<file path="config.mk">
export PLATFORM = sky130hd
export DESIGN_NAME = rf_wb_arbiter
export DESIGN_NICKNAME = d
export VERILOG_FILES = /design/src/rtl/rf_wb_arbiter.sv
export SDC_FILE = /design/constraint.sdc
export NUM_CORES = 1
export LEC_CHECK = 0
export ABC_CLOCK_PERIOD_IN_PS = 3300
export BUFFER_PORTS_ARGS = -buffer_cell sky130_fd_sc_hd__buf_2
export CORE_ASPECT_RATIO = 1.25
export CORE_MARGIN = 2
export CORE_UTILIZATION = 30
export DETAILED_ROUTE_END_ITERATION = 7
export SYNTH_ARGS = -nofsm -noshare
export SYNTH_HDL_FRONTEND = slang
export SYNTH_SLANG_ARGS = --single-unit
export TNS_END_PERCENT = 1
</file>
<file path="constraint.sdc">
create_clock -name clk_i -period 3.3 [get_ports clk_i]
set_input_delay 0 -clock clk_i [delete_from_list [all_inputs] [get_ports clk_i]]
set_output_delay 0 -clock clk_i [all_outputs]
set_load 0.005 [all_outputs]
</file>
<file path="src/rtl/rf_wb_arbiter.sv">
// Register-file write-port arbiter: shares one write port between the in-order
// writeback stage and a buffered long-latency unit, and tracks pending LLU writes.
module rf_wb_arbiter #(
  parameter int FIFO_DEPTH   = 2,
  parameter int STARVE_LIMIT = 4
) (
  input  logic        clk_i,
  input  logic        rst_i,
  input  logic        wb_en_i,
  input  logic [4:0]  wb_rd_i,
  input  logic [31:0] wb_data_i,
  output logic        wb_stall_o,
  input  logic        llu_valid_i,
  output logic        llu_ready_o,
  input  logic [4:0]  llu_rd_i,
  input  logic [31:0] llu_data_i,
  input  logic        issue_valid_i,
  input  logic [4:0]  issue_rd_i,
  input  logic [4:0]  rs1_q_i,
  input  logic [4:0]  rs2_q_i,
  input  logic [4:0]  rd_q_i,
  output logic        rs1_busy_o,
  output logic        rs2_busy_o,
  output logic        rd_busy_o,
  output logic        rf_we_o,
  output logic [4:0]  rf_rd_o,
  output logic [31:0] rf_data_o
);

  localparam int PW = (FIFO_DEPTH > 1) ? $clog2(FIFO_DEPTH) : 1;
  localparam int CW = $clog2(FIFO_DEPTH + 1);
  localparam logic [PW-1:0] LAST_PTR  = PW'(FIFO_DEPTH - 1);
  localparam logic [CW-1:0] DEPTH_CNT = CW'(FIFO_DEPTH);
  localparam logic [3:0]    LIMIT_CNT = 4'(STARVE_LIMIT);

  logic [4:0]    fifo_rd_q   [FIFO_DEPTH];
  logic [31:0]   fifo_data_q [FIFO_DEPTH];

  logic [PW-1:0] wr_ptr_q, wr_ptr_d;
  logic [PW-1:0] rd_ptr_q, rd_ptr_d;
  logic [CW-1:0] count_q, count_d;
  logic [3:0]    starve_q, starve_d;
  logic [31:0]   pending_q, pending_d;

  logic          wb_req;
  logic          fifo_empty;
  logic          force_pop;
  logic          llu_fire;
  logic          push;
  logic          pop;
  logic [4:0]    head_rd;
  logic [31:0]   head_data;

  function automatic logic [PW-1:0] ptr_inc(input logic [PW-1:0] p);
    return (p == LAST_PTR) ? '0 : p + 1'b1;
  endfunction

  // Ready looks only at the registered count, so a same-cycle pop never raises it.
  assign llu_ready_o = !rst_i && (count_q < DEPTH_CNT);
  assign llu_fire    = llu_valid_i && llu_ready_o;
  assign push        = llu_fire && (llu_rd_i != 5'd0);

  assign wb_req      = wb_en_i && (wb_rd_i != 5'd0);
  assign fifo_empty  = (count_q == '0);
  assign force_pop   = (starve_q == LIMIT_CNT);
  assign head_rd     = fifo_rd_q[rd_ptr_q];
  assign head_data   = fifo_data_q[rd_ptr_q];
  assign pop         = !rst_i && !fifo_empty && (force_pop || !wb_req);

  always_comb begin
    rf_we_o    = 1'b0;
    rf_rd_o    = 5'd0;
    rf_data_o  = 32'd0;
    wb_stall_o = 1'b0;
    if (pop) begin
      rf_we_o    = 1'b1;
      rf_rd_o    = head_rd;
      rf_data_o  = head_data;
      wb_stall_o = force_pop && wb_req;
    end else if (wb_req && !rst_i) begin
      rf_we_o    = 1'b1;
      rf_rd_o    = wb_rd_i;
      rf_data_o  = wb_data_i;
    end
  end

  always_comb begin
    wr_ptr_d = push ? ptr_inc(wr_ptr_q) : wr_ptr_q;
    rd_ptr_d = pop  ? ptr_inc(rd_ptr_q) : rd_ptr_q;
    count_d  = count_q;
    case ({push, pop})
      2'b10:   count_d = count_q + 1'b1;
      2'b01:   count_d = count_q - 1'b1;
      default: count_d = count_q;
    endcase
  end

  // Counts denied cycles of a waiting head; it can never pass the limit because
  // reaching it forces a pop, which clears it.
  always_comb begin
    if (fifo_empty || pop) begin
      starve_d = 4'd0;
    end else begin
      starve_d = starve_q + 4'd1;
    end
  end

  // A new issue to the same register outranks the commit of the older one.
  always_comb begin
    pending_d = pending_q;
    if (pop) begin
      pending_d[head_rd] = 1'b0;
    end
    if (issue_valid_i && (issue_rd_i != 5'd0)) begin
      pending_d[issue_rd_i] = 1'b1;
    end
    pending_d[0] = 1'b0;
  end

  assign rs1_busy_o = pending_q[rs1_q_i];
  assign rs2_busy_o = pending_q[rs2_q_i];
  assign rd_busy_o  = pending_q[rd_q_i];

  always_ff @(posedge clk_i or posedge rst_i) begin
    if (rst_i) begin
      wr_ptr_q  <= '0;
      rd_ptr_q  <= '0;
      count_q   <= '0;
      starve_q  <= 4'd0;
      pending_q <= 32'd0;
    end else begin
      wr_ptr_q  <= wr_ptr_d;
      rd_ptr_q  <= rd_ptr_d;
      count_q   <= count_d;
      starve_q  <= starve_d;
      pending_q <= pending_d;
    end
  end

  // Entry storage needs no reset; the count alone says which slots are live.
  always_ff @(posedge clk_i) begin
    if (push) begin
      fifo_rd_q[wr_ptr_q]   <= llu_rd_i;
      fifo_data_q[wr_ptr_q] <= llu_data_i;
    end
  end

endmodule
</file>
* Word-level counts from Yosys, hierarchy flattened
Memories as Yosys holds them, arrays and structs flattened.
Index checks and enable logic that the tools add are counted.
** Storage, ports and cells
- Bits of input ports :: 99
- Output and inout port bits :: 43
- Logic and storage cells :: 72
- Register bits after elaboration :: 39
- Memory bits (writable) :: 74
- Memories kept :: 2
** Operators by class
- Add/subtract/negate cells :: 5
- Mux-type cells :: 25
- Equal/unequal tests :: 3
- Reduce and logical (&&, ||, !) cells :: 21
- Bitwise gates (word level) :: 3
- Order comparisons :: 8
** Memory list
- fifo_data_q :: words 2, bits a word 32, read ports 1, clocked after Yosys merged registers in 0, write ports 1, line 37 : logic [31:0] fifo_data_q [FIFO_DEPTH];
- fifo_rd_q :: words 2, bits a word 5, read ports 1, clocked after Yosys merged registers in 0, write ports 1, line 36 : logic [4:0] fifo_rd_q [FIFO_DEPTH];
** Operators with widths (number)
- $mux 32 :: 4
- $and 32x32->32 :: 1
- $not 32->32 :: 1
- $or 32x32->32 :: 1
- $lt 5x6->1 const B :: 5
- $bmux 1 s5 :: 3
- $reduce_bool 5->1 :: 3
- $mux 1 :: 12
- $logic_and 1x1->1 :: 11
- $demux 1 s5 :: 2
- $ge 5x1->1 const B :: 2
- $mux 5 :: 2
- $add 4x1->4 const B :: 1
- $eq 4x3->1 const B :: 1
- $mux 4 :: 1
- $pmux 2 s2 :: 1
- $logic_not 1->1 :: 3
- $add 1x1->1 const B :: 2
- $add 2x1->2 const B :: 1
- $eq 2x1->1 const B :: 1
- $eq 2x2->1 const B :: 1
- $logic_not 2->1 :: 1
- $logic_or 1x1->1 :: 2
- $lt 2x2->1 const B :: 1
- 2 further kinds :: 2

* Depth between registers and ports, before layout
An unclocked memory read counts as a cell.
- Depth after elaboration :: 10
- Gate-level depth with buffers :: 12
- Gate-level depth less buffers :: 10

* Worst setup path after synthesis
No wires, ideal clock.
- Path kind :: register to register
- Start :: register count_q[1]
- End :: memory fifo_data_q[0][0] (enable)
- Buffers on the path :: 0
- Path slack :: 0.527 ns
- Stages on the path, launching flop included :: 4
- Library setup time :: 0.431 ns
- Required time :: 2.869 ns
- Arrival time :: 2.342 ns
- Period minus slack after synthesis :: 2.773 ns
- Path through :: dfrtp_1 nor2_1 o211ai_1 nor2_1
** On the way
- Word-level cells in the longest chain between the ends :: 6
** Ends and longest elaborated chain
- start, declared :: line 41 : logic [CW-1:0] count_q, count_d;
- start signal, assigned :: line 134 : count_q <= count_d;
- $lt 2x2->1 :: line 59 : assign llu_ready_o = !rst_i && (count_q < DEPTH_CNT);
- $logic_and 1x1->1 :: line 59
- via llu_ready_o :: line 14 : output logic llu_ready_o,
- $logic_and 1x1->1 :: line 60 : assign llu_fire = llu_valid_i && llu_ready_o;
- $logic_and 1x1->1 :: line 61 : assign push = llu_fire && (llu_rd_i != 5'd0);
- $mux 1 :: line 142 : if (push) begin
- $mux 1 (not written as such) :: line 144 : fifo_data_q[wr_ptr_q] <= llu_data_i;
- end, declared :: line 37
The timed path passes the listed nets, and every way through them passes these cells.

* Worst setup path after layout
- Start :: register starve_q[0]
- End :: output port rf_rd_o[4]
** On the way
- Word-level cells in the longest chain between the ends :: 4
** Ends and longest elaborated chain
- start, declared :: line 42 : logic [3:0] starve_q, starve_d;
- start signal, assigned :: line 135 : starve_q <= starve_d;
- $eq 4x3->1 :: line 65 : assign force_pop = (starve_q == LIMIT_CNT);
- $logic_or 1x1->1 :: line 68 : assign pop = !rst_i && !fifo_empty && (force_pop || !wb_req);
- $logic_and 1x1->1 :: line 68
- $mux 5 :: line 75 : if (pop) begin
- end, declared :: line 26 : output logic [4:0] rf_rd_o,
No other way between the ends.

==> results.tsv <==
stage	metric	value	unit
synth	synth_cells	501	
floorplan	ios	142	
synth	synth.avg_cell_area	11.8	um^2
cts	cts_max_path_buffers	2	
cts	ctsHoldBuffers	38	
drt	drt_iter0_drc	332	
drt	route.vias.total	4891	
cts	worstSkewPairLatency	0.40	ns
floorplan	rows	57	
drt	routed_via_density	5.16	
drt	ant_nets	0	
sta	setup_violations	0	
power_and_ir_drop	seqPwrFrac	38.3	%
setup_path	critPathKind	reg2out	
cts	clockRootBuffer	clkbuf_16	
sta	slew_headroom	18.0	%
synth	synth-edff-count	74	
worst_hold_path	hold_path.class	in2reg	
setup_path	cp-start-kind	register	
cts	cts_buffers	17	
place	hpwl	12200	um
power_and_ir_drop	p_leak	3.18	nW
grt	grt_pass1_vias	5010	
place	io_buffers	141	
synth	ys_seq_elements	113	
final_layout	stdcell_area	0.00789	mm^2
grt	gr-usage-all-layers	16.2	%
power_and_ir_drop	intPower	3.56	mW
sta	holdWs	0.0518	ns
synth	yosys_most_used_dff	edfxtp_1	
final_layout	drive_gt1_share	29.9	%
synth	async_reset_ff_share	34.5	%
final_layout	fin_util	40.7	%
synth	synthDistinctLibCells	43	
grt	grt_start_max_net_pins	40	
sta	clock.fmax	0.391	GHz
sta	worst_slew_pin_slew	1.23	ns
power_and_ir_drop	pwr-share-comb	26.2	%
final_layout	final_nets	771	
synth	synth_nets	603	
drt	wl_per_cell	17.5	um
drt	wl	16600	um
cts	cts_max_level	4	
power_and_ir_drop	power_density	662	mW/mm^2
floorplan	core-area	0.0194	mm^2
power_and_ir_drop	power	5.22	mW
synth	ys_warn_count	0	
drt	first_pass_iters	5	
final_layout	syn2layout_area_growth	32.9	%
power_and_ir_drop	switching_share	31.8	%
sta	final_hold_viol_count	0	
setup_path	critPathCaptureType	output port	
setup_path	crit_fanout	38	
setup_path	critPathArrivalTime	2.56	ns
place	placedInstanceArea	0.00690	mm^2
sta	finalCriticalPeriod	2.56	ns
cts	post_cts_buffers	0	
power_and_ir_drop	p_clk_share	35.5	%
power_and_ir_drop	ir_drop	0.382	mV
synth	seq_area_frac_synth	53.9	%
setup_path	worst-endpoint-required	3.30	ns
grt	antenna_found_initial	0	
synth	synth_area	0.00593	mm^2
run	max_cap_violations	0	
drt	drc	0	
cts	path_clk_slew	0.05	ns
floorplan	die_h	161	um
final_layout	antenna_cells	0	
status	status	complete, no violations	
sta	fin_crit_sh	77.4	%
cts	cts_tree	done	
floorplan	start_util	30.6	%
cts	cts.sinks	113	
sta	skew	0.00593	ns
cts	cts_resized	0	
grt	grt_pass1_wl	26500	um
grt	grt.overflow.total	0	
power_and_ir_drop	p_sw	1.66	mW
place	gp_routability_congestion	0.906	
floorplan	die_width	130	um
sta	rsz0062_at_grt	no	
floorplan	dieArea	0.0209	mm^2
sta	tns	0	ns
sta	slew_violations	0	
[metrics by stage]
stage,std cells,setup WS (ns)
global route,947,0.538
floorplan,501,0.527
detailed placement,877,1.06
global placement,877,1.11
finish,947,0.744
CTS,947,0.715
[synth_stat cells, types with 8 or more instances]
master | number | area, um^2
o221ai_1 | 8 | 70.1
mux2i_1 | 59 | 591
inv_1 | 19 | 71.3
o21ai_0 | 51 | 255
o2bb2ai_1 | 8 | 70.1
edfxtp_1 | 74 | 2220
a21oi_1 | 8 | 40.0
nand3_1 | 17 | 85.1
nor2_1 | 18 | 67.6
nand2_1 | 20 | 75.1
buf_1 | 8 | 30.0
a21o_1 | 8 | 60.1
o211ai_1 | 43 | 323
dfrtp_1 | 39 | 976
mux4_2 | 9 | 203
clkbuf_1 | 24 | 90.1
[metal layers]
metal | global-route usage, % | wire length (um) | vias to the layer above
met1 | 20.2 | 6880 | 2401
met4 | 4.89 | 272 | 0
met3 | 3.28 | 926 | 19
met5 | 0 | 0 | -
li1 | - | - | 2300
met2 | 28.3 | 8470 | 171
[power by group through the flow]
stage | clock, mW | combinational, mW | sequential, mW
4_1_cts | 1.88 | 1.38 | 1.99
3_5_place_dp | 0 | 1.34 | 2.02
6_report | 1.85 | 1.37 | 2.00
3_3_place_gp | 0 | 1.31 | 2.00
5_1_grt | 1.95 | 1.52 | 2.02
2_1_floorplan | 0 | 0.974 | 1.88
[placed cells by master, fill, tap and decap left out, drive strengths merged, types with 17 or more instances in the layout]
master | netlist | layout
buf | 13 | 148
o211ai | 43 | 43
dfrtp | 39 | 39
inv | 19 | 23
clkbuf | 24 | 17
edfxtp | 74 | 74
nand2 | 20 | 20
nor2 | 18 | 18
mux2i | 59 | 59
dlygate4sd3 | 0 | 38
nand3 | 17 | 17
o21ai | 51 | 51
[path summary, 6_finish.rpt]
path | startpoint | endpoint | slack (ns) | cells after the start
setup / recovery | starve_q[0] | rf_rd_o[4] | 0.74 | 8
hold / removal | issue_rd_i[4] | pending_q[16] | 0.05 | 3
setup reg to reg | rd_ptr_q | pending_q[10] | 1.08 | 4
hold reg to reg | pending_q[9] | pending_q[9] | 0.49 | 2
max in group asynchronous | rst_i | rd_ptr_q | 2.52 | 4
min in group asynchronous | rst_i | count_q[0] | 0.39 | 4
[critical path, cell delays in order, from the launching register on]
cell and delay [ns]:
dfrtp_1 0.39, inv_1 0.06, ha_1 0.19, nand3b_1 0.11, o211a_2 0.49, or2_2 0.21, buf_4 0.34, mux2i_1 0.22
buf_2 0.14
[final cells by class]
class,instances,area [um^2]
Multi-Input combinational cell,332,2540
Inverter,19,71.3
Clock inverter,15,183
Timing Repair Buffer,186,1140
Tap cell,265,332
Clock buffer,17,425
Fill cell,1893,11500
Sequential cell,113,3200
[state kept, by name (all words and copies together), names as in the netlist]
name         flops
fifo_data_q     64
pending_q       31
fifo_rd_q       10
starve_q         4
count_q          2
rd_ptr_q         1
wr_ptr_q         1
[cells by family after synthesis]
| kind of cell | count (synthesis) | synth area share (%) |
|---|---|---|
| AO/OA/AOI/OAI | 161 | 18.5 |
| flip-flops | 113 | 53.9 |
| AND/OR/NAND/NOR | 89 | 8.08 |
| multiplexers | 72 | 14.1 |
| buffers and inverters | 56 | 3.75 |
| XOR/XNOR | 7 | 1.03 |
| adder cells (fa/ha/maj) | 3 | 0.633 |
No activity file was read; power rests on OpenSTA's default activity.
